`src/rtl/fetch_sequencer.sv`:
```
// Purpose: instruction fetch sequencer; walks a 16-entry program ROM and hands words to execute.
// Latency: run/step seen in IDLE -> FETCH next cycle -> instr_valid the cycle after (1 instr / 2 cycles).
// Backpressure: instr/instr_valid/pc hold steady in HOLD until instr_ready; PC advances only on handshake.
module fetch_sequencer #(
  parameter logic [3:0] LAST_ADDR = 4'd8,
  parameter bit         WRAP      = 1'b1
) (
  input  logic       clk,
  input  logic       rst_n,
  input  logic       run,
  input  logic       step,
  input  logic       halt_req,
  output logic [3:0] rom_addr,
  input  logic [7:0] rom_data,
  output logic [7:0] instr,
  output logic       instr_valid,
  input  logic       instr_ready,
  input  logic       jmp_en,
  input  logic [3:0] jmp_addr,
  output logic [3:0] pc,
  output logic       halted,
  output logic       wrapped
);

  typedef enum logic [1:0] {
    IDLE  = 2'd0,
    FETCH = 2'd1,
    HOLD  = 2'd2,
    HALT  = 2'd3
  } state_t;

  state_t     state_q;
  logic [3:0] pc_q;
  logic [3:0] pc_d;
  logic [7:0] instr_q;
  logic       instr_valid_q;
  logic       halted_q;
  logic       wrapped_q;

  logic       handshake;
  logic       at_last;
  logic       wrap_event;
  logic       stop_at_end;
  logic [3:0] seq_pc;

  assign handshake   = instr_valid_q & instr_ready;
  assign at_last     = (pc_q == LAST_ADDR);
  // Sequential successor: wrap only from LAST_ADDR, otherwise plain 4-bit increment.
  assign seq_pc      = (at_last && WRAP) ? 4'd0 : pc_q + 4'd1;
  // A jump always wins over both the wrap and the end-of-program stop.
  assign wrap_event  = !jmp_en && at_last && WRAP;
  assign stop_at_end = !jmp_en && at_last && !WRAP;
  assign pc_d        = jmp_en ? jmp_addr : seq_pc;

  assign rom_addr    = pc_q;
  assign pc          = pc_q;
  assign instr       = instr_q;
  assign instr_valid = instr_valid_q;
  assign halted      = halted_q;
  assign wrapped     = wrapped_q;

  // Sequencer FSM with all outputs registered; reset drops any pending instruction.
  always_ff @(posedge clk) begin
    if (!rst_n) begin
      state_q       <= IDLE;
      pc_q          <= 4'd0;
      instr_q       <= 8'h00;
      instr_valid_q <= 1'b0;
      halted_q      <= 1'b0;
      wrapped_q     <= 1'b0;
    end else begin
      case (state_q)
        IDLE: begin
          if (halt_req) begin
            state_q  <= HALT;
            halted_q <= 1'b1;
          end else if (run || step) begin
            state_q <= FETCH;
          end
        end

        FETCH: begin
          instr_q       <= rom_data;
          instr_valid_q <= 1'b1;
          state_q       <= HOLD;
        end

        HOLD: begin
          if (handshake) begin
            instr_valid_q <= 1'b0;
            if (stop_at_end) begin
              // End of a non-wrapping program: PC stays parked on LAST_ADDR.
              state_q  <= HALT;
              halted_q <= 1'b1;
            end else begin
              pc_q <= pc_d;
              if (wrap_event) begin
                wrapped_q <= 1'b1;
              end
              if (halt_req) begin
                state_q  <= HALT;
                halted_q <= 1'b1;
              end else if (run) begin
                state_q <= FETCH;
              end else begin
                state_q <= IDLE;
              end
            end
          end
        end

        HALT: begin
          halted_q <= 1'b1;
        end

        default: begin
          state_q <= IDLE;
        end
      endcase
    end
  end

endmodule

```
`config.mk`:
```
export PLATFORM = sky130hd
export DESIGN_NAME = fetch_sequencer
export DESIGN_NICKNAME = d
export VERILOG_FILES = /design/src/rtl/fetch_sequencer.sv
export SDC_FILE = /design/constraint.sdc
export NUM_CORES = 1
export LEC_CHECK = 0
export CAP_MARGIN = 20
export CORE_UTILIZATION = 40
export DETAILED_ROUTE_END_ITERATION = 7
export PLACE_DENSITY = 0.81
export SLEW_MARGIN = 10
export SYNTH_ARGS = -nofsm -noshare
export SYNTH_HDL_FRONTEND = slang
export SYNTH_SLANG_ARGS = --single-unit
export TNS_END_PERCENT = 1
```
`constraint.sdc`:
```
create_clock -name clk -period 2.05 [get_ports clk]
set_clock_uncertainty 0.05 [all_clocks]
set_input_delay 0.41 -clock clk [delete_from_list [all_inputs] [get_ports clk]]
set_output_delay 0.41 -clock clk [all_outputs]
set_load 0.01 [all_outputs]
```
==> results of run 1 <==
## worst paths after layout
kind                                                end  slack [ns]  cells past startpoint
worst max register to register  state_q[1]$_SDFFE_PN0P_        0.36                      6
worst min register to register     wrapped$_SDFFE_PN0P_        0.42                      1
worst min-delay path               wrapped$_SDFFE_PN0P_        0.42                      1
worst max-delay path                              pc[2]        0.25                      1
## area by class of cell
| class | count | area [um2] | area share |
|---|---|---|---|
| Multi-Input combinational cell | 68 | 526 | 0.394 |
| Timing Repair Buffer | 38 | 378 | 0.283 |
| Sequential cell | 17 | 340 | 0.255 |
| Tap cell | 28 | 35.0 | 0.0262 |
| Inverter | 8 | 30.0 | 0.0225 |
| Clock buffer | 4 | 26.3 | 0.0197 |
## registers in the layout, summed over array words and instances, names as in the netlist
name         cells
instr            8
halted           1
wrapped          1
instr_valid      1
pc               4
state_q          2
## cells in the final DEF (no fill, tap or decap), drive strengths merged, types with 2 or more instances in the layout
master and n:
a211oi 2, a21boi 2, a21oi 2, clkbuf 4
clkdlybuf4s50 37, dfxtp 17, ha 9, inv 8
mux2i 9, nand2 8, nand3 2, nor2 4
nor2b 10, o211a 2, o21a 2, o21ai 3
## layer usage
layer  share of wire  track usage  routed length (um)
met1            0.43        0.176                 826
met5               0            0                   0
met4          0.0088       0.0741                  17
met2            0.53        0.298                1020
met3           0.029      0.00303                  56
## through the flow
stage               setup WS (ns)  hold WS (ns)   util  power, W
floorplan                   0.513         0.451      -  0.000802
global placement            0.318         0.403  0.592  0.000992
detailed placement          0.274         0.408  0.592   0.00101
CTS                         0.249         0.430  0.604   0.00118
global route                0.184         0.444  0.604   0.00126
finish                      0.250         0.424  0.604   0.00117
## synthesized netlist by cell type, types with 2 or more instances
master / number / area, um2
dfxtp_1: 17 / 340
nor2b_1: 10 / 62.6
ha_1: 9 / 113
mux2i_1: 9 / 90.1
inv_1: 8 / 30.0
nand2_1: 8 / 30.0
buf_4: 4 / 30.0
nor2_1: 4 / 15.0
buf_2: 3 / 15.0
o21ai_0: 3 / 15.0
a211oi_1: 2 / 15.0
a21oi_1: 2 / 10.0
nand3_1: 2 / 10.0
o211a_1: 2 / 20.0
o21a_1: 2 / 15.0
## cell families (layout without fill, tap and decap cells)
group | after synthesis | count (layout)
xor+xnor | 1 | 1
flops | 17 | 17
buf+inv | 16 | 50
simple gates | 30 | 30
mux | 9 | 9
compound gates | 19 | 19
fa+ha+maj | 9 | 9
## where the power goes
group	switching (W)	total (W)	internal, W
Combinational	0.000237	0.000530	0.000293
Clock	0.0000998	0.000175	0.0000756
Sequential	0.0000673	0.000469	0.000402
==> flow_metrics.py, run 1 <==
metrics = {
    "logic_synthesis": {
        "synth_nets": 129,
        "synth-compound-area-share": 0.166,
        "synthSimpleGateAreaFrac": 0.167,
        "synth_top_family_by_area": "simple AND/OR/NAND/NOR gates",
        "synth_cells": 101,
        "synthXorXnorAreaFrac": 0.00927,
        "synth.mux.area_fraction": 0.0954,
        "synth_cell_type_count": 31,
        "async_flop_share": 0,
        "synthAdderAreaFrac": 0.119,
        "ys.warnings.count": 0,
        "synth-edff-count": 0,
        "ys.flop_type": "dfxtp_1",
        "avgSynthCellArea_um2": 9.35,
        "synth.yosys.seq_area_share": 0.360,
        "synth-seq-cells": 17,
        "synth_area_um2": 945,
    },
    "worst_setup_path": {
        "cpPeakStageDelay_ns": 0.59,
        "worstSetupPathType": "reg2out",
        "startpoint_type": "register",
        "timing.rr.start": "state_q[0]$_SDFFE_PN0P_",
        "critPathArrivalTime_ns": 1.34,
        "path_delay_family": "buffers and inverters",
        "cp_num_buf_inv": 1,
        "crit_fanout": 8,
        "end_kind": "output pin",
        "slowest_stage": "clkdlybuf4s50_1",
        "startpoint": "pc[2]$_SDFFE_PN0P_",
        "path_cells": "clkdlybuf4s50_1",
        "required_ns": 1.59,
    },
    "min_path": {
        "min_from": "wrapped$_SDFFE_PN0P_",
        "hold_path.class": "reg2reg",
    },
    "cells_and_area": {
        "final_cells": 163,
        "n_antenna_cell": 0,
        "finalNetCount": 164,
        "fin_area_mm2": 0.00134,
        "syn_to_final_growth_pct": 41.3,
        "drive_gt1_frac": 0.0519,
        "fillers": 191,
    },
    "timing": {
        "slew_headroom": 0.632,
        "min_period_over_period": 0.878,
        "worst_slew_pin_slew_ns": 0.553,
        "tns_ns": 0,
        "timing.fmax_mhz": 556,
        "hold_viol": 0,
        "finalSetupViolCount": 0,
        "period_needed_ns": 1.80,
        "rsz0062_at_grt": "no",
        "report.final.slew_viol_count": 0,
    },
    "clocking": {
        "cts_tree": "built",
        "ctsHtreeMaxLevel": 1,
        "clock_path_buffers": 2,
        "path_clk_slew_ns": 0.09,
        "cts_setup_buffers": 0,
        "clockRootBuffer": "clkbuf_4",
        "cts_num_sinks": 17,
        "insertion_delay_ns": 0.29,
        "post_cts_resized": 0,
        "ctsHoldBuffers": 0,
        "numCtsBuffers": 3,
    },
    "detailed_routing": {
        "vias": 825,
        "dr.pass1.iters": 4,
        "drc": 0,
        "drtIter0Drc": 7,
        "wl_um": 1920,
        "drtAntennaViolNets": 0,
        "vias_per_cell": 5.06,
        "routedWlPerCell_um": 11.8,
    },
    "grt": {
        "grt_pass1_vias": 789,
        "grt-ovfl-total": 0,
        "track_usage": 0.156,
        "grt_antenna_before_repair": 0,
        "grt_pass1_wl_um": 3110,
        "grt_max_degree": 12,
    },
    "floorplan": {
        "ios": 38,
        "die_w_um": 50.6,
        "coreArea_mm2": 0.00221,
        "initial_core_util": 0.427,
        "num_rows": 17,
        "fp.dieArea_mm2": 0.00256,
        "chipHeight_um": 50.6,
    },
    "pwr": {
        "power.ir.vdd_worst_mv": 0.555,
        "cellPowerDensity_mw_per_mm2": 880,
        "p_leak_nw": 0.535,
    },
    "run_status": {
        "status": "completed",
    },
    "place": {
        "place_inst": 159,
        "dp_hpwl_um": 1490,
        "portBuffers": 37,
        "placed_cell_area_mm2": 0.00131,
        "gp_congestion": 0.755,
    },
    "run": {
        "drv_cap": 0,
    },
}
(Power assumes the default switching activity.)
==> run 2: changes to the inputs <==
--- a/config.mk
+++ b/config.mk
@@ -6,8 +6,10 @@
 export NUM_CORES = 1
 export LEC_CHECK = 0
 export CAP_MARGIN = 20
+export CORE_ASPECT_RATIO = 1.2
 export CORE_UTILIZATION = 40
 export DETAILED_ROUTE_END_ITERATION = 7
+export GPL_TIMING_DRIVEN = 0
 export PLACE_DENSITY = 0.81
 export SLEW_MARGIN = 10
 export SYNTH_ARGS = -nofsm -noshare
==> constraint.sdc (replaced) <==
create_clock -name clk -period 2.1 [get_ports clk]
set_clock_uncertainty 0.05 [all_clocks]
set_input_delay 0.42 -clock clk [delete_from_list [all_inputs] [get_ports clk]]
set_output_delay 0.42 -clock clk [all_outputs]
set_load 0.01 [all_outputs]
==> run 2 against run 1 <==
  * Sequential power is 3% lower
  * Largest power group unchanged
  * Routed wire length grew 5.6%
  * Power shrank 0.61%
  * Critical path type unchanged
  * Register-to-register slack gained 0.04 ns
  * Highest routed layer unchanged
  * Non-clock buffer count grew 6
  * Global-route usage is 2.1 points higher
  * Clock power rose by 3%
  * Critical path depth up 1
==> flow_metrics.py, run 2 (synthesis results as in run 1) <==
metrics = {
    "clocking": {
        "path_clk_slew_ns": 0.10,
        "ctsHtreeMaxLevel": 1,
        "clockRootBuffer": "clkbuf_4",
        "ctsHoldBuffers": 0,
        "cts_tree": "built",
        "cts_setup_buffers": 0,
        "post_cts_resized": 0,
        "insertion_delay_ns": 0.29,
        "clock_path_buffers": 2,
        "cts_num_sinks": 17,
        "numCtsBuffers": 3,
    },
    "detailed_routing": {
        "drc": 0,
        "dr.pass1.iters": 5,
        "drtIter0Drc": 7,
        "vias_per_cell": 4.88,
        "vias": 835,
        "drtAntennaViolNets": 0,
        "routedWlPerCell_um": 11.9,
        "wl_um": 2030,
    },
    "cells_and_area": {
        "drive_gt1_frac": 0.0922,
        "fin_area_mm2": 0.00137,
        "multi_input_area_um2": 526,
        "n_antenna_cell": 0,
        "largest_reg_flops": 8,
        "finalNetCount": 170,
        "syn_to_final_growth_pct": 44.9,
        "ff_latch_area_um2": 340,
        "layout.cells.most_common": "clkdlybuf4s50_1",
        "utilization": 0.640,
        "final_cell_mix": "clkdlybuf4s50_1, dfxtp_1, nor2b_1, mux2i_1, ha_1",
        "fillers": 185,
    },
    "worst_setup_path": {
        "crit_fanout": 8,
        "critPathCapture": "rom_addr[2]",
        "worstSetupPathType": "reg2out",
        "end_kind": "output pin",
        "reg2reg_depth": 6,
        "startpoint_type": "register",
        "startpoint": "pc[2]$_SDFFE_PN0P_",
        "r2r-end": "state_q[1]$_SDFFE_PN0P_",
        "required_ns": 1.63,
        "rrSetupSlack_ns": 0.40,
        "critPathArrivalTime_ns": 1.42,
        "timing.rr.start": "state_q[0]$_SDFFE_PN0P_",
    },
    "pwr": {
        "p_leak_nw": 0.563,
        "cellPowerDensity_mw_per_mm2": 853,
        "power.ir.vdd_worst_mv": 0.604,
    },
    "timing": {
        "slew_headroom": 0.725,
        "finalSetupViolCount": 0,
        "min_period_over_period": 0.902,
        "timing.fmax_mhz": 528,
        "rsz0062_at_grt": "no",
        "hold_viol": 0,
        "period_needed_ns": 1.89,
        "worst_slew_pin_slew_ns": 0.413,
        "report.final.slew_viol_count": 0,
        "tns_ns": 0,
    },
    "place": {
        "placed_cell_area_mm2": 0.00134,
        "dp_hpwl_um": 1590,
        "gp_congestion": 0.825,
        "portBuffers": 36,
    },
    "run": {
        "drv_cap": 0,
    },
    "grt": {
        "grt_max_degree": 11,
        "grt_pass1_vias": 807,
        "grt-ovfl-total": 0,
        "track_usage": 0.177,
        "grt_antenna_before_repair": 0,
        "grt_pass1_wl_um": 3390,
    },
    "run_status": {
        "status": "completed",
    },
    "floorplan": {
        "ios": 38,
        "chipHeight_um": 55.2,
        "num_rows": 18,
        "initial_core_util": 0.442,
        "die_w_um": 46.4,
        "coreArea_mm2": 0.00214,
        "fp.dieArea_mm2": 0.00256,
    },
    "min_path": {
        "hold_path.class": "in2reg",
    },
}
run 2: cell types whose count changed in the layout (fill, tap and decap cells not counted), sizes merged:
cell / before / now
clkbuf: 4 / 5
buf: 1 / 7
clkdlybuf4s50: 37 / 36
run 2: power breakdown:
group          internal (W)  switching (W)
sequential         0.000392      0.0000622
combinational      0.000289       0.000244
clock             0.0000738       0.000107
total              0.000755       0.000413
run 2: worst min path at each step:
stage / start / to / slack [ns] / cells past startpoint
detailed placement: wrapped$_SDFFE_PN0P_ / wrapped$_SDFFE_PN0P_ / 0.40 / 1
floorplan: state_q[0]$_SDFFE_PN0P_ / state_q[0]$_SDFFE_PN0P_ / 0.45 / 2
global route: rst_n / instr[3]$_SDFFE_PN0P_ / 0.40 / 2
finish: rst_n / instr[4]$_SDFFE_PN0P_ / 0.40 / 2
global placement: halted$_SDFFE_PN0P_ / halted$_SDFFE_PN0P_ / 0.40 / 1
CTS: rst_n / instr[4]$_SDFFE_PN0P_ / 0.40 / 2
run 2: critical path: stages, from the launching register on:
cell             delay [ns]
dfxtp_1                0.47
buf_4                  0.15
clkdlybuf4s50_1        0.52
run 2: through the flow:
stage          power [W]  hold slack, ns  worst slack [ns]  std cells
3_5_place_dp    0.000997           0.403             0.300        167
5_1_grt          0.00125           0.400             0.105        171
6_report         0.00117           0.395             0.206        171
4_1_cts          0.00117           0.400             0.215        171
2_1_floorplan   0.000783           0.451             0.563        101
3_3_place_gp    0.000968           0.404             0.304        167
run 2: metal layers:
layer	share of wire	track usage	wire, um
met5	0	0	0
met1	0.42	0.211	850
met4	0.014	0.0714	28
met2	0.52	0.288	1060
met3	0.044	0.0458	90
run 2: final cells by class:
type                       instances  area share
inverter                           8      0.0219
sequential                        17       0.249
multi-input combinational         68       0.384
timing repair buffer              36       0.263
tap                               30      0.0274
clock buffer                       4      0.0192
buffer                             8      0.0356
==> run 3: changes to the inputs <==
--- a/config.mk
+++ b/config.mk
@@ -6,11 +6,12 @@
 export NUM_CORES = 1
 export LEC_CHECK = 0
 export CAP_MARGIN = 20
-export CORE_ASPECT_RATIO = 1.2
+export CORE_ASPECT_RATIO = 0.8
 export CORE_UTILIZATION = 40
 export DETAILED_ROUTE_END_ITERATION = 7
 export GPL_TIMING_DRIVEN = 0
 export PLACE_DENSITY = 0.81
+export SKIP_CTS_REPAIR_TIMING = 1
 export SLEW_MARGIN = 10
 export SYNTH_ARGS = -nofsm -noshare
 export SYNTH_HDL_FRONTEND = slang
==> run 3 against run 2 <==
  * Hold slack better by 0.0044 ns
  * Clock power is 3% lower
  * Power rose by 0.31%
  * Worst setup slack worse by 0.0073 ns
  * Core utilization shrank 1.9 points
  * Global-route usage up 0.18 points
  * Flip-flop and latch count unchanged
  * Routed wire length is 6.1% higher
  * Sequential share of layout area grew 0.11 points
  * Non-clock buffer count unchanged
  * Fmax is 0.38% lower
  * Combinational power increased by 0.8%
==> flow_metrics.py, run 3 (synthesis results as in run 1) <==
metrics = {
    "pwr": {
        "p_int_w": 0.000755,
        "power.switching_w": 0.000416,
        "clkPwrFrac": 0.149,
        "p_leak_nw": 0.563,
        "p_total_w": 0.00117,
        "cellPowerDensity_mw_per_mm2": 860,
        "power.ir.vdd_worst_mv": 0.654,
        "combinationalPowerShare": 0.457,
        "power.share.switching": 0.355,
        "p_seq_frac": 0.393,
    },
    "timing": {
        "hold_viol": 0,
        "rsz0062_at_grt": "no",
        "slew_headroom": 0.728,
        "finalSetupViolCount": 0,
        "timing.fmax_mhz": 526,
        "min_period_over_period": 0.906,
        "report.final.slew_viol_count": 0,
        "tns_ns": 0,
        "worst_slew_pin_slew_ns": 0.407,
        "period_needed_ns": 1.90,
        "fin_hold_ws_ns": 0.400,
    },
    "grt": {
        "track_usage": 0.179,
        "grt_pass1_wl_um": 3480,
        "grt_pass1_vias": 801,
        "grt-ovfl-total": 0,
        "grt_max_degree": 11,
        "grt_antenna_before_repair": 0,
    },
    "place": {
        "placed_cell_area_mm2": 0.00134,
        "portBuffers": 36,
        "dp_hpwl_um": 1660,
        "gp_congestion": 0.838,
    },
    "cells_and_area": {
        "largest_reg_flops": 8,
        "layout.cells.most_common": "clkdlybuf4s50_1",
        "fin_area_mm2": 0.00136,
        "syn_to_final_growth_pct": 44.2,
        "ff_latch_area_um2": 340,
        "multi_input_area_um2": 526,
        "utilization": 0.621,
        "fillers": 182,
        "drive_gt1_frac": 0.0922,
        "final_cell_mix": "clkdlybuf4s50_1, dfxtp_1, nor2b_1, mux2i_1, ha_1",
        "n_antenna_cell": 0,
        "finalNetCount": 170,
    },
    "floorplan": {
        "die_w_um": 56.3,
        "ios": 38,
        "chipHeight_um": 45.5,
        "fp.dieArea_mm2": 0.00256,
        "initial_core_util": 0.430,
        "coreArea_mm2": 0.00220,
        "num_rows": 15,
    },
    "clocking": {
        "clock_path_buffers": 2,
        "cts_tree": "built",
        "numCtsBuffers": 3,
        "insertion_delay_ns": 0.29,
        "clockRootBuffer": "clkbuf_4",
        "ctsHtreeMaxLevel": 1,
        "cts_num_sinks": 17,
        "path_clk_slew_ns": 0.10,
    },
    "worst_setup_path": {
        "end_kind": "output pin",
        "startpoint_type": "register",
        "required_ns": 1.63,
        "critPathArrivalTime_ns": 1.43,
        "worstSetupPathType": "reg2out",
        "rrSetupSlack_ns": 0.32,
        "crit_fanout": 8,
    },
    "detailed_routing": {
        "vias_per_cell": 5.15,
        "top_layer": "met4",
        "routedWlPerCell_um": 13.0,
        "drc": 0,
        "route.met3.wl_um": 94,
        "drtIter0Drc": 6,
        "drtAntennaViolNets": 0,
        "wl_um": 2150,
        "vias": 855,
        "wl_met1_um": 936,
        "met2_length_um": 1070,
        "dr.pass1.iters": 4,
    },
    "min_path": {
        "hold_path.class": "in2reg",
    },
    "run": {
        "drv_cap": 0,
    },
    "run_status": {
        "status": "completed",
    },
}
-- run 3: cell counts in the layout (fill, tap and decap cells not counted) --
No cell type changed its count.
-- run 3: routing by layer --
layer	track usage	vias to the layer above
li1	-	419
met3	0.0511	6
met2	0.314	30
met5	0	-
met4	0.0585	0
met1	0.216	400
-- run 3: area by class of cell --
type / instances / area share
Buffer: 8 / 0.0358
Clock buffer: 4 / 0.0193
Timing Repair Buffer: 36 / 0.264
Tap cell: 25 / 0.0230
Inverter: 8 / 0.0220
Multi-Input combinational cell: 68 / 0.386
Sequential cell: 17 / 0.250
-- run 3: per-stage QoR --
stage | setup WS, ns | cells
finish | 0.198 | 166
global route | 0.130 | 166
CTS | 0.187 | 166
detailed placement | 0.230 | 162
global placement | 0.323 | 162
floorplan | 0.563 | 101
-- run 3: critical path: stages, from the launching register on --
cell and delay [ns]:
dfxtp_1 0.48, buf_4 0.16, clkdlybuf4s50_1 0.52
-- run 3: power groups by stage --
stage	combinational [W]	sequential [W]	clock [W]
CTS	0.000543	0.000459	0.000179
detailed placement	0.000538	0.000466	0
finish	0.000536	0.000461	0.000175
global route	0.000584	0.000473	0.000192
global placement	0.000515	0.000458	0
floorplan	0.000305	0.000478	0
-- run 3: path summary, 6_finish.rpt --
| path | cells past startpoint | from | endpoint |
|---|---|---|---|
| worst min register to register | 1 | wrapped$_SDFFE_PN0P_ | wrapped$_SDFFE_PN0P_ |
| worst max-delay path | 2 | pc[2]$_SDFFE_PN0P_ | rom_addr[2] |
| worst max register to register | 6 | state_q[0]$_SDFFE_PN0P_ | state_q[1]$_SDFFE_PN0P_ |
| worst min-delay path | 3 | rst_n | pc[0]$_SDFFE_PN0P_ |
